==> src/rtl/vend_pkg.sv <==
// vend_pkg: coin/change/item codes, controller states and the price table
package vend_pkg;
  localparam logic [1:0] COIN_NONE = 2'b00, COIN_5 = 2'b01, COIN_10 = 2'b10;
  localparam logic [1:0] CHG_NONE = 2'b00, CHG_5 = 2'b01, CHG_10 = 2'b10;
  localparam logic [7:0] ITEM_A1 = 8'hA1, ITEM_A2 = 8'hA2, ITEM_A3 = 8'hA3, ITEM_A4 = 8'hA4;
  typedef enum logic [1:0] {ST_IDLE, ST_DISPENSE, ST_PAYOUT} state_t;
  // price in 5-unit steps; 0 marks an unknown item
  function automatic logic [2:0] price_of(input logic [7:0] item);
    return item == ITEM_A1 ? 3'd1 : item == ITEM_A2 ? 3'd2 : item == ITEM_A3 ? 3'd3 : item == ITEM_A4 ? 3'd5 : 3'd0;
  endfunction
endpackage

==> src/rtl/vend_change_seq.sv <==
// vend_change_seq: greedy payout step, one coin per cycle
// Ports: start enables a step, load is the credit before the step;
// change is the coin to emit, done flags nothing left to pay, rem is the credit after the coin.
module vend_change_seq
  import vend_pkg::*;
#(
  parameter int CREDIT_W = 4
) (
  input  logic                start,
  input  logic [CREDIT_W-1:0] load,
  output logic [1:0]          change,
  output logic                done,
  output logic [CREDIT_W-1:0] rem
);
  always_comb begin
    done = !start || load == '0;
    change = done ? CHG_NONE : load >= CREDIT_W'(2) ? CHG_10 : CHG_5;
    // change codes equal their value in 5-unit steps
    rem = load - CREDIT_W'(change);
  end
endmodule

==> src/rtl/vend_txn_ctrl.sv <==
// vend_txn_ctrl: vending transaction controller (credit, selection, dispense handshake, payout)
// Ports: money/sel_item/cancel from the front panel; disp_req/disp_item/disp_ack dispenser handshake;
// item_out, change, credit, busy and the coin_rej/sel_err/disp_fail pulses are registered outputs.
module vend_txn_ctrl
  import vend_pkg::*;
#(
  parameter int CREDIT_W = 4,
  parameter int IDLE_TMO = 1000,
  parameter int DISP_TMO = 64
) (
  input  logic                clk,
  input  logic                reset,
  input  logic [1:0]          money,
  input  logic [7:0]          sel_item,
  input  logic                cancel,
  input  logic                disp_ack,
  output logic                disp_req,
  output logic [7:0]          disp_item,
  output logic [7:0]          item_out,
  output logic [1:0]          change,
  output logic [CREDIT_W-1:0] credit,
  output logic                coin_rej,
  output logic                sel_err,
  output logic                disp_fail,
  output logic                busy
);
  localparam int IW = $clog2(IDLE_TMO + 1);
  localparam int DW = $clog2(DISP_TMO + 1);
  typedef logic [CREDIT_W:0] wide_t;
  localparam wide_t CMAX = {1'b0, {CREDIT_W{1'b1}}};
  state_t st, st_n;
  logic [7:0] sel_q, item_n, out_n;
  logic [IW-1:0] idle_cnt, idle_n;
  logic [DW-1:0] disp_cnt, dcnt_n;
  logic [2:0] price_q, price_n;
  logic [CREDIT_W-1:0] credit_n, pay_rem;
  logic [1:0] chg_n, pay_chg;
  logic req_n, rej_n, serr_n, fail_n, pay_done;
  wide_t coin_amt, credit_c, price;
  logic coin_ok, sel_edge, sel_ok, quiet;

  vend_change_seq #(.CREDIT_W(CREDIT_W)) u_pay (
    .start(st == ST_PAYOUT),
    .load(credit),
    .change(pay_chg),
    .done(pay_done),
    .rem(pay_rem)
  );

  always_comb begin
    coin_amt = money == COIN_5 ? wide_t'(1) : money == COIN_10 ? wide_t'(2) : '0;
    coin_ok = coin_amt != '0 && wide_t'(credit) + coin_amt <= CMAX;
    // selections and cancel see the coin accepted in the same cycle
    credit_c = wide_t'(credit) + (coin_ok ? coin_amt : '0);
    price = wide_t'(price_of(sel_item));
    sel_edge = sel_q == 8'd0 && sel_item != 8'd0;
    sel_ok = price != '0 && credit_c >= price;
    quiet = credit != '0 && money == COIN_NONE && !sel_edge && !cancel;
    st_n = st;
    credit_n = credit;
    req_n = disp_req;
    item_n = disp_item;
    out_n = '0;
    chg_n = CHG_NONE;
    rej_n = money != COIN_NONE;
    serr_n = 1'b0;
    fail_n = 1'b0;
    idle_n = '0;
    dcnt_n = '0;
    price_n = price_q;
    case (st)
      ST_IDLE: begin
        rej_n = money != COIN_NONE && !coin_ok;
        credit_n = credit_c[CREDIT_W-1:0];
        if (cancel && credit_c != '0) st_n = ST_PAYOUT;
        else if (sel_edge && sel_ok) begin
          credit_n = CREDIT_W'(credit_c - price);
          st_n = ST_DISPENSE;
          req_n = 1'b1;
          item_n = sel_item;
          price_n = price_of(sel_item);
        end else if (sel_edge) serr_n = 1'b1;
        else if (quiet) begin
          if (idle_cnt == IW'(IDLE_TMO - 1)) st_n = ST_PAYOUT;
          else idle_n = idle_cnt + 1'b1;
        end
      end
      ST_DISPENSE: begin
        if (disp_ack) begin
          out_n = disp_item;
          req_n = 1'b0;
          item_n = '0;
          st_n = credit != '0 ? ST_PAYOUT : ST_IDLE;
        end else if (disp_cnt == DW'(DISP_TMO - 1)) begin
          // aborted dispense: the item was never released, so refund its price
          credit_n = credit + CREDIT_W'(price_q);
          fail_n = 1'b1;
          req_n = 1'b0;
          item_n = '0;
          st_n = ST_PAYOUT;
        end else dcnt_n = disp_cnt + 1'b1;
      end
      default: begin
        credit_n = pay_rem;
        chg_n = pay_chg;
        if (pay_done) st_n = ST_IDLE;
      end
    endcase
  end

  always_ff @(posedge clk or negedge reset)
    if (!reset) begin
      st <= ST_IDLE;
      sel_q <= '0;
      idle_cnt <= '0;
      disp_cnt <= '0;
      price_q <= '0;
      credit <= '0;
      disp_req <= 1'b0;
      disp_item <= '0;
      item_out <= '0;
      change <= CHG_NONE;
      coin_rej <= 1'b0;
      sel_err <= 1'b0;
      disp_fail <= 1'b0;
      busy <= 1'b0;
    end else begin
      st <= st_n;
      sel_q <= sel_item;
      idle_cnt <= idle_n;
      disp_cnt <= dcnt_n;
      price_q <= price_n;
      credit <= credit_n;
      disp_req <= req_n;
      disp_item <= item_n;
      item_out <= out_n;
      change <= chg_n;
      coin_rej <= rej_n;
      sel_err <= serr_n;
      disp_fail <= fail_n;
      busy <= st_n != ST_IDLE;
    end

  // a credit decrement must never wrap around to a larger value
  assert property (@(posedge clk) disable iff (!reset)
    (st != ST_PAYOUT || pay_rem <= credit) && (st != ST_IDLE || st_n != ST_DISPENSE || wide_t'(credit_n) <= credit_c));
endmodule
==> config.mk <==
export PLATFORM = sky130hd
export DESIGN_NAME = vend_txn_ctrl
export DESIGN_NICKNAME = d
export VERILOG_FILES = /design/src/rtl/vend_pkg.sv /design/src/rtl/vend_change_seq.sv /design/src/rtl/vend_txn_ctrl.sv
export SDC_FILE = /design/constraint.sdc
export NUM_CORES = 1
export LEC_CHECK = 0
export ABC_AREA = 1
export BUFFER_PORTS_ARGS = -buffer_cell sky130_fd_sc_hd__buf_2
export CAP_MARGIN = 40
export CORE_MARGIN = 10
export CORE_UTILIZATION = 52
export CTS_CLUSTER_DIAMETER = 50
export DETAILED_ROUTE_END_ITERATION = 12
export GPL_TIMING_DRIVEN = 1
export PLACE_DENSITY = 0.76
export SLEW_MARGIN = 0
export SYNTH_ARGS = -nofsm -noshare
export SYNTH_HDL_FRONTEND = slang
export SYNTH_HIERARCHICAL = 1
export SYNTH_SLANG_ARGS = --single-unit
export TNS_END_PERCENT = 100
==> constraint.sdc <==
create_clock -name clk -period 3 [get_ports clk]
set_clock_uncertainty 0.2 [all_clocks]
set_input_delay 0.6 -clock clk [delete_from_list [all_inputs] [get_ports clk]]
set_output_delay 0.6 -clock clk [all_outputs]
set_load 0.02 [all_outputs]
* Word level (Yosys, flattened, before mapping) *
Cells that the tools add are included.

operators by class
  reduce and logical (&&, ||, !) cells = 30
  bitwise logic cells = 1
  muxes and demuxes = 54
  equal/unequal tests = 15
  $lt $le $gt $ge = 3
  add/subtract/negate cells = 7

operators with widths
  cell                                                            count
  2-to-1 mux 10 bit                                               6
  2-to-1 mux 8 bit                                                6
  equality test 8 bit, second input constant                      4
  2-to-1 mux 2 bit                                                15
  2-to-1 mux 7 bit                                                3
  2-to-1 mux 4 bit                                                4
  one-hot mux 8 bit (2 select lines)                              1
  2-to-1 mux 1 bit                                                12
  2-to-1 mux 3 bit                                                4
  adder 10 x 1 -> 10 bit, second input constant                   1
  adder 4 x 2 -> 5 bit                                            2
  equality test 10 bit, second input constant                     1
  nonzero test 5 bit                                              2
  logical AND 1 bit                                               9
  logical NOT 8 bit                                               1
  inequality test 2 bit, second input constant                    4
  one-hot mux 4 bit (2 select lines)                              1
  nonzero test 8 bit                                              1
  adder 7 x 1 -> 7 bit, second input constant                     1
  equality test 7 x 6 -> 1 bit, second input constant             1
  nonzero test 2 bit                                              3
  >= comparator 5 x 3 -> 1 bit                                    1
  less-or-equal comparator 5 x 4 -> 1 bit, second input constant  1
  adder 4 x 3 -> 4 bit                                            1
  19 further kinds                                                25

word-level totals
  bits of input ports = 14
  register bits after elaboration = 57
  word-level logic and storage cells = 124

* Logic depth before layout (Yosys ltp) *
Gate-level depths: netlist of run 1.

  depth after elaboration = 15
  depth in mapped cells = 24

* Cells and area by module *
The synthesis of run 1 kept the hierarchy.

modules (own cells, without submodules)
  module           area an instance (µm²)  cells each  times used
  vend_txn_ctrl    3100.5                  345         1
  vend_change_seq  141.4                   24          1

* Worst setup path after synthesis of run 1 *
Ideal clock, no wire load.

  kind = input-to-reg
  from = in money[1]
  to = reg disp_item[0]
  slack = -660 ps
  setup time = 121 ps
  stages on the path = 23
  required time = 2679 ps
  data arrival time = 3340 ps
  path through = inv_1 > ha_1 > ha_1 > fa_1 > nand3_1 > nand2_1 > nor2_1 > ha_1 > fa_1 > xor2_2 > ha_1 > nand2_1 > nand2_1 > inv_1 > nand2_1 > nor2_1 > nand3_2 > nand3_4 > nand2_2 > nand2_2 > nor2_4 > nand2_1 > o21ai_1

between the ends
  word-level cells in the longest chain between the ends = 13

ends and longest elaborated chain
  what                                     RTL line              source
  from (decl)                              vend_txn_ctrl.sv:13   input logic [1:0] money,
  equality test 2 bit                      vend_txn_ctrl.sv:51   coin_amt = money == COIN_5 ? wide_t'(1) : money == COIN_10 ? wide_t'(2) : '0;
  2-to-1 mux 2 bit                         vend_txn_ctrl.sv:51
  2-to-1 mux 2 bit *                       vend_txn_ctrl.sv:51
  adder 4 x 2 -> 5 bit                     vend_txn_ctrl.sv:52   coin_ok = coin_amt != '0 && wide_t'(credit) + coin_amt <= CMAX;
  less-or-equal comparator 5 x 4 -> 1 bit  vend_txn_ctrl.sv:52
  logical AND 1 bit                        vend_txn_ctrl.sv:52
  2-to-1 mux 2 bit *                       vend_txn_ctrl.sv:54   credit_c = wide_t'(credit) + (coin_ok ? coin_amt : '0);
  adder 4 x 2 -> 5 bit *                   vend_txn_ctrl.sv:54
  >= comparator 5 x 3 -> 1 bit             vend_txn_ctrl.sv:57   sel_ok = price != '0 && credit_c >= price;
  logical AND 1 bit                        vend_txn_ctrl.sv:57
  logical AND 1 bit                        vend_txn_ctrl.sv:76   else if (sel_edge && sel_ok) begin
  inequality test 2 bit (no source line)   --
  AND reduction 4 bit (no source line) *   --
  to (signal assigned)                     vend_txn_ctrl.sv:135  disp_item <= item_n;
  to (decl)                                vend_txn_ctrl.sv:18   output logic [7:0] disp_item,

Every way passes the cells marked *; elsewhere a longest branch is shown, timed or not.
A chain may end at the register's enable or synchronous reset.

* Final worst setup path of run 1 *
Ends and elaborated chain as after synthesis.

==> results.md, run 1 <==
- Max-slew violations: 0
- Worst setup path endpoint: disp_item[0]
- Global route overflow: 0
- Port buffer count: 40
- Core Rows: 28
- CP max stage delay: 470 ps
- Distinct cell type count after synthesis: 42
- Largest net degree at the start of global routing: 40
- Vias per cell: 5.19
- Commonest non-fill, non-tap cell in the layout: nand2_1
- Reg clk slew, reported paths: 70 ps
- Tmin final: 3400 ps
- Starting Density: 0.541
- Maxcap violations: 0
- Top-Level Pins: 41
- Final ANT Viol Nets: 0
- Violated checks: negative setup slack
- Post-DP Area: 3800 µm²
- GRT busiest layer: met2
- Core ar.: 5990 µm²
- Most common flop cell mapped by yosys: dfrtp_1
- Die Height: 99.0 µm
- Drt first pass iters: 4
- Reg2reg end: disp_item[0]
- GRT Total Usage: 0.164
- Post-synth EDFFs: 0
- Leakage: 2.20 nW
- DR vias: 2,763
- RSZ-0062 raised after global routing: true
- Max Clk Rate: 294 MHz
- Critical path class: input pin to flop
- Design area: 4200 µm²
- Drt drc: 0
- Die width: 99.0 µm
- Final Hold Fails: 0
- Post-synthesis sequential area ratio: 0.440
- Die ar.: 9790 µm²
- Final Hold Slack: 165 ps
- WP data arrival: 3460 ps
- Worst-path fanout max: 4
- Critical Path End Type: flop
- DRT iter0 DRCs: 98
- Later-pin clock latency in the skew report: 340 ps
- Final worst slack: -404 ps
- Total power: 3.22 mW
- Non-Filler Instances: 532
- Drt wl/cell: 14.3 µm
- Share of layout cells above drive strength 1: 0.370
- CTS H-tree depth: 3
- Layout net count: 487
- CP Launch Point: money[1]
- Antenna diode count: 0
- Area Growth Syn to Fin: 29.4%
- Commonest non-fill, non-tap cells in the layout: 65 x nand2_1, 57 x dfrtp_1, 49 x nor2_1, 48 x inv_1, 38 x buf_2
- Slowest stage cell, crit path: fa_2
- Worst min path class: input pin to async pin
- M2 GR Usage: 0.284
- First-pass GRT wire length: 13.3 mm
- Worst-path cell chain: buf_12, inv_12, ha_4, ha_4, fa_2, nand3_2, nand2_2, nor2_2, ha_2, fa_2, ha_4, nand3_2, nand2_2, nor2_2, nand3_2, nand3_4, nand2_4, nand2_4, nor2_4, nand2_1, o21ai_1
- Syn Nets: 404
- TritonCTS clock tree: yes
- Place WS: -971 ps
- FF+latch count, synth: 57
- Async set or reset register ratio after synthesis: 1.00
- Worst r2r src: credit[0]
- M3 GR Usage: 0.0391
- Longest Clk Path Bufs: 2
- Syn Inst Count: 369
- Routability cong.: 0.843
- HPWL Detailed: 5.73 mm
- Num CTS Buffers: 9
- Endpoints failing setup: 20
- Reg2Reg Setup Slack: -340 ps
- Worst-case headroom to the max-slew limit: 0.436
- TritonCTS Sinks: 57
- Worst Tran Pin Value: 846 ps
- Initial antenna violation count: 0
- # hold bufs at CTS: 0
- DRT Wirelength: 7.60 mm
- VDD IR max: 0.000530 V
- WP data required: 3060 ps
- CTS Root Cell: clkbuf_8
- Post-route clock period utilization: 1.13
- Status: finished with violations
- GRT met1 Usage: 0.189
- Vias in the first global route: 2,845
- Yosys warns: 6
- Synthesized area: 3240 µm²
- Startpoint types: input pin
- Mapped Avg Cell Area: 8.79 µm²
- Worst Reg-to-Reg Cells: 18
- Placed cell count: 506
- Pwr per Cell Area: 768 nW/µm²
-- cells in the mapped netlist (6+ instances only) --
| master | n | area (µm²) |
|---|---|---|
| nand2_2 | 8 | 50.1 |
| nand3_1 | 19 | 95.1 |
| nand2_1 | 73 | 274 |
| inv_2 | 7 | 26.3 |
| nor2_1 | 54 | 203 |
| dfrtp_1 | 57 | 1430 |
| inv_1 | 51 | 191 |
| ha_1 | 16 | 200 |
| a21oi_1 | 8 | 40.0 |
| xor2_1 | 6 | 52.6 |
| o21ai_1 | 8 | 40.0 |
-- state kept, by name, summed over array words and instances, names as in the netlist --
| name | count |
|---|---|
| disp_item | 8 |
| busy | 1 |
| sel_q | 8 |
| coin_rej | 1 |
| price_q | 3 |
| idle_cnt | 10 |
| credit | 4 |
| disp_fail | 1 |
| sel_err | 1 |
| disp_req | 1 |
| item_out | 8 |
| disp_cnt | 7 |
| st | 2 |
| change | 2 |
-- cells by family (layout without fill, tap and decap cells) --
group | count (synthesis) | in the layout | share of synthesized area
flip-flops | 57 | 57 | 0.440
adder cells (fa/ha/maj) | 21 | 21 | 0.0926
AO/OA/AOI/OAI | 29 | 29 | 0.0564
AND/OR/NAND/NOR | 193 | 193 | 0.313
XOR/XNOR | 8 | 8 | 0.0239
buffers and inverters | 61 | 149 | 0.0741
-- final cells by class --
cell class / instances / area, µm²
Sequential cell: 57 / 1430
Clock buffer: 10 / 138
Multi-Input combinational cell: 251 / 1750
Tap cell: 75 / 93.8
Timing Repair Buffer: 74 / 480
Clock inverter: 6 / 72.6
Inverter: 59 / 239
Fill cell: 457 / 1800
-- metal layers --
layer	routed length (µm)	vias to the layer above
met5	0	-
met4	149	0
met3	341	13
met2	3990	61
met1	3120	1356
li1	-	1333
-- worst min path at each step --
stage | start | end | slack, ps | depth (start not counted)
3_3_place_gp | disp_cnt[0] | disp_cnt[0] | 250 | 1
3_5_place_dp | disp_cnt[0] | disp_cnt[0] | 250 | 1
2_1_floorplan | reset | busy | 100 | 0
6_report | reset | disp_item[6] | 160 | 1
5_1_grt | sel_item[4] | sel_q[4] | 160 | 1
4_1_cts | sel_item[4] | sel_q[4] | 170 | 1
-- per-stage QoR --
| stage | TNS [ps] | utilization |
|---|---|---|
| floorplan | -9880 | - |
| global placement | -15460 | 0.634 |
| detailed placement | -17810 | 0.634 |
| CTS | -6530 | 0.689 |
| global route | -10150 | 0.700 |
| finish | -6990 | 0.700 |
-- worst max-delay path: cells and delay by family --
kind	cells	cell delay [ps]
AO/OA/AOI/OAI	1	80
AND/OR/NAND/NOR	12	1010
buffers and inverters	2	120
adder cells (fa/ha/maj)	6	1610
-- power by group --
part / internal [mW] / switching (mW)
clock network: 0.416 / 0.334
logic: 0.616 / 0.926
registers: 0.871 / 0.0584
-- timing repair --
| item | in CTS | in global routing |
|---|---|---|
| setup buffers | 6 | 4 |
| pin swaps | 25 | 9 |
| endpoints found under the setup margin | 20 | 20 |
| resized for setup | 19 | 13 |
Power figures use the tool's default switching activity.
==> run 2, diff against run 1 <==
--- a/config.mk
+++ b/config.mk
@@ -14,6 +14,7 @@
 export DETAILED_ROUTE_END_ITERATION = 12
 export GPL_TIMING_DRIVEN = 1
 export PLACE_DENSITY = 0.76
+export RECOVER_POWER = 25
 export SLEW_MARGIN = 0
 export SYNTH_ARGS = -nofsm -noshare
 export SYNTH_HDL_FRONTEND = slang
==> results.md, run 2 (same netlist as run 1, synthesis figures left out) <==
- Layout net count: 487
- Num CTS Buffers: 9
- Max FFs per register: 10
- Switching Fraction: 0.409
- Hold_sp: sel_item[4]
- Top-Level Pins: 41
- Core ar.: 5990 µm²
- Largest net degree at the start of global routing: 40
- Worst-case headroom to the max-slew limit: -0.351
- Die width: 99.0 µm
- WP data arrival: 3470 ps
- CTS H-tree depth: 3
- Non-Filler Instances: 532
- Post-route clock period utilization: 1.14
- Worst r2r src: credit[0]
- Longest Clk Path Bufs: 2
- Place WS: -971 ps
- Drt first pass iters: 4
- Drt wl/cell: 14.3 µm
- Initial antenna violation count: 0
- GRT Total Usage: 0.164
- Vias in the first global route: 2,845
- Later-pin clock latency in the skew report: 340 ps
- Port buffer count: 40
- Critical Path End Type: flop
- Reg clk slew, reported paths: 80 ps
- Worst Tran Pin Value: 2030 ps
- Comb pwr share: 0.478
- Tmin final: 3410 ps
- Reg power frac: 0.289
- Core Rows: 28
- Filler cells: 461
- Global route overflow: 0
- Die Height: 99.0 µm
- Pwr per Cell Area: 769 nW/µm²
- Max Clk Rate: 293 MHz
- RSZ-0062 raised after global routing: true
- TritonCTS Sinks: 57
- CP Launch Point: money[1]
- WP data required: 3060 ps
- Status: finished with violations
- DRT iter0 DRCs: 121
- Drt drc: 0
- TritonCTS clock tree: yes
- Top reg by flops: idle_cnt
- Worst min path class: input pin to flop
- DR vias: 2,751
- First-pass GRT wire length: 13.3 mm
- Routability cong.: 0.843
- Area of the multi-input gates: 1750 µm²
- Die ar.: 9790 µm²
- Endpoints failing setup: 20
- Share of layout cells above drive strength 1: 0.352
- Clock power frac: 0.233
- Int Pwr: 1.90 mW
- Critical path class: input pin to flop
- Final worst slack: -407 ps
- Commonest non-fill, non-tap cells in the layout: 65 x nand2_1, 57 x dfrtp_1, 49 x nor2_1, 48 x inv_1, 33 x buf_4
- Seq. cell area: 1430 µm²
- Final Hold Fails: 0
- Maxcap violations: 1
- Starting Density: 0.541
- Commonest non-fill, non-tap cell in the layout: nand2_1
- Final Hold Slack: 193 ps
- Worst-path fanout max: 4
- Antenna diode count: 0
- CTS Root Cell: clkbuf_8
- Violated checks: max-capacitance violations, max-slew violations, negative setup slack
- Vias per cell: 5.17
- Area Growth Syn to Fin: 29.1%
- Startpoint types: input pin
- Final ANT Viol Nets: 0
- Psw: 1.32 mW
- Leakage: 2.17 nW
- Reg2Reg Setup Slack: -350 ps
- VDD IR max: 0.000530 V
- DRT Wirelength: 7.61 mm
- Max-slew violations: 40
- HPWL Detailed: 5.73 mm
- Placed cell count: 506
[run 2: changes by cell type in the layout (fill, tap and decap cells not counted), sizes merged]
cell and delta:
buf -8, clkbuf +8
[run 2: stage by stage]
| step | total power, mW | util | TNS, ps | area [µm²] |
|---|---|---|---|---|
| after floorplan | 1.88 | - | -9880 | 3340 |
| after global placement | 2.30 | 0.634 | -15460 | 3800 |
| after detailed placement | 2.35 | 0.634 | -17810 | 3800 |
| after CTS | 3.17 | 0.689 | -6530 | 4130 |
| after global routing | 3.45 | 0.699 | -10160 | 4190 |
| final | 3.22 | 0.699 | -7010 | 4190 |
[run 2: power by group through the flow]
stage / clock (mW) / sequential [mW] / combinational (mW)
after detailed placement: 0 / 0.943 / 1.40
after CTS: 0.767 / 0.930 / 1.47
after global routing: 0.801 / 0.938 / 1.71
after global placement: 0 / 0.938 / 1.37
final: 0.750 / 0.929 / 1.54
after floorplan: 0 / 1.09 / 0.786
[run 2: worst paths after layout]
kind,cells after the start,to
worst max-delay path,21,disp_item[0]
worst min-delay path,1,sel_q[4]
worst max register to register,18,disp_item[0]
worst min register to register,1,disp_cnt[0]
max in group asynchronous,1,disp_item[0]
min in group asynchronous,1,disp_item[6]
[run 2: layout make-up]
type / instances / share of cell area
multi-input cells: 251 / 0.417
flip-flops and latches: 57 / 0.341
repair buffers: 74 / 0.112
inverters: 59 / 0.0571
clock buffers: 10 / 0.0329
well taps: 75 / 0.0224
clock inverters: 6 / 0.0173
[run 2: per-layer routing]
metal / track usage / wire, µm / vias to the layer above
met3: 0.0391 / 405 / 10
met1: 0.189 / 3080 / 1338
met5: 0 / 0 / -
met4: 0.0650 / 130 / 0
met2: 0.284 / 4000 / 71
li1: - / - / 1332
[run 2: critical path, stage by stage]
cell	delay, ps
buf_12	90
inv_12	30
ha_4	150
ha_4	150
fa_2	330
nand3_2	70
nand2_2	60
nor2_2	80
ha_2	200
fa_2	470
ha_4	310
nand3_2	80
nand2_2	80
nor2_2	40
nand3_2	100
nand3_4	130
nand2_4	110
nand2_4	70
nor2_4	130
nand2_1	60
o21ai_1	80
[run 2: repair_timing]
action / in CTS / in global routing
setup endpoints to repair: 20 / 20
pin swaps: 25 / 9
gates resized for setup: 19 / 13
hold buffers: 0 / 0
buffers inserted: 6 / 4
==> run 3, diff against run 2 <==
--- a/config.mk
+++ b/config.mk
@@ -13,7 +13,7 @@
 export CTS_CLUSTER_DIAMETER = 50
 export DETAILED_ROUTE_END_ITERATION = 12
 export GPL_TIMING_DRIVEN = 1
-export PLACE_DENSITY = 0.76
+export PLACE_DENSITY = 0.83
 export RECOVER_POWER = 25
 export SLEW_MARGIN = 0
 export SYNTH_ARGS = -nofsm -noshare
==> results.md, run 3 (same netlist as run 1, synthesis figures left out) <==
- Status: finished with violations
- Violated checks: negative setup slack
- Drt first pass iters: 4
- Worst-case headroom to the max-slew limit: 0.388
- Critical path class: input pin to flop
- Share of layout cells above drive strength 1: 0.335
- First-pass GRT wire length: 12.7 mm
- Longest Clk Path Bufs: 2
- Drt wl/cell: 14.4 µm
- Max FFs per register: 10
- DRT iter0 DRCs: 122
- Commonest non-fill, non-tap cell in the layout: nand2_1
- CTS H-tree depth: 3
- Global route overflow: 0
- DR vias: 2,699
- Die width: 99.0 µm
- Psw: 1.27 mW
- Place WS: -954 ps
- Final ANT Viol Nets: 0
- RSZ-0062 raised after global routing: true
- Starting Density: 0.541
- Reg clk slew, reported paths: 60 ps
- TritonCTS Sinks: 57
- Fin Setup TNS: -5970 ps
- Comb pwr share: 0.458
- Startpoint types: input pin
- Top reg by flops: idle_cnt
- CTS Root Cell: clkbuf_8
- DRT Wirelength: 7.55 mm
- Seq. cell area: 1430 µm²
- Later-pin clock latency in the skew report: 340 ps
- Worst r2r src: credit[0]
- Area Growth Syn to Fin: 27.9%
- Maxcap violations: 0
- Area of the multi-input gates: 1730 µm²
- Worst Tran Pin Value: 917 ps
- GRT Total Usage: 0.157
- Num CTS Buffers: 9
- Port buffer count: 40
- HPWL Detailed: 5.62 mm
- Commonest non-fill, non-tap cells in the layout: 64 x nand2_1, 57 x dfrtp_1, 48 x inv_1, 48 x nor2_1, 29 x buf_2
- Max-slew violations: 0
- CP Launch Point: money[1]
- Tmin final: 3360 ps
- Critical Path End Type: flop
- Largest net degree at the start of global routing: 26
- Final worst slack: -364 ps
- Switching Fraction: 0.389
- Worst Reg-to-Reg Cells: 17
- Vias in the first global route: 2,759
- Core ar.: 5990 µm²
- Final Hold Fails: 0
- Vias per cell: 5.13
- Layout net count: 481
- Worst min path class: input pin to flop
- Antenna diode count: 0
- Reg power frac: 0.284
- Die ar.: 9790 µm²
- Die Height: 99.0 µm
- Core Rows: 28
- Reg2reg end: price_q[1]
- TritonCTS clock tree: yes
- Leakage: 2.15 nW
- Int Pwr: 2.00 mW
- Post-route clock period utilization: 1.12
- Top-Level Pins: 41
- Initial antenna violation count: 0
- Worst-path fanout max: 8
- Max Clk Rate: 297 MHz
- Pwr per Cell Area: 788 nW/µm²
- Filler cells: 445
- Routability cong.: 0.857
- Drt drc: 0
- Reg2Reg Setup Slack: -290 ps
- Worst setup path endpoint: price_q[1]
- WP data required: 3020 ps
- WP data arrival: 3380 ps
- VDD IR max: 0.000460 V
- Clock power frac: 0.258
- Endpoints failing setup: 20
[run 3: cell types whose count changed in the layout (fill, tap and decap cells not counted), moves of 2 or more]
cell      before  now
nand2_4        6    4
nand2_2       12   15
a21oi_1        5    7
clkbuf_8      10   12
buf_4         33   25
inv_6          3    1
a21oi_2        4    2
clkbuf_1       8   10
[run 3: through the flow]
stage / std cells / cell area (µm²) / power, mW / util / hold WS [ps]
finish: 526 / 4150 / 3.27 / 0.692 / 201
global route: 526 / 4150 / 3.48 / 0.692 / 189
CTS: 525 / 4150 / 3.26 / 0.693 / 178
global placement: 503 / 3780 / 2.29 / 0.630 / 247
floorplan: 369 / 3340 / 1.88 / - / 104
detailed placement: 504 / 3800 / 2.33 / 0.635 / 254
[run 3: area by class of cell]
class,instances,area share
Sequential cell,57,0.344
Multi-Input combinational cell,251,0.417
Tap cell,75,0.0226
Clock inverter,4,0.0178
Inverter,59,0.0582
Timing Repair Buffer,68,0.100
Clock buffer,12,0.0398
[run 3: what timing repair did]
action	in CTS	in global routing
buffers inserted	4	1
hold buffers	1	0
gates resized for setup	23	7
endpoints found under the setup margin	20	20
endpoints found under the hold margin	6	0
pin swaps	24	5
[run 3: routing by layer]
metal  vias up  track usage  share of wire
met1      1289        0.180           0.41
met5         -            0              0
met4         0       0.0728          0.016
li1       1322            -              -
met2        76        0.273           0.52
met3        12       0.0321          0.055
[run 3: worst min path at each step]
| stage | from | end | slack (ps) | cells after the start |
|---|---|---|---|---|
| 6_report | sel_item[6] | sel_q[6] | 200 | 1 |
| 5_1_grt | sel_item[6] | sel_q[6] | 190 | 1 |
| 4_1_cts | sel_item[6] | sel_q[6] | 180 | 1 |
| 3_5_place_dp | disp_cnt[0] | disp_cnt[0] | 250 | 1 |
| 3_3_place_gp | disp_cnt[0] | disp_cnt[0] | 250 | 1 |
| 2_1_floorplan | reset | busy | 100 | 0 |
[run 3: power groups by stage]
stage               combinational (mW)  sequential [mW]  clock [mW]
floorplan                        0.786             1.09           0
global placement                  1.35            0.939           0
detailed placement                1.39            0.940           0
CTS                               1.48            0.928       0.855
global route                      1.65            0.940       0.893
finish                            1.50            0.927       0.843
[run 3: critical path: stages]
cell and delay, ps:
buf_12 90, inv_12 30, ha_4 150, ha_4 150, fa_2 330, nand3_2 70
nand2_2 60, nor2_2 80, ha_2 200, fa_2 470, ha_4 290, nand2_2 50
nor2_2 110, nor2_2 50, nand3_2 90, nand3_4 130, nor2_8 150, nand2_4 110
nand2_1 90, o21ai_1 70
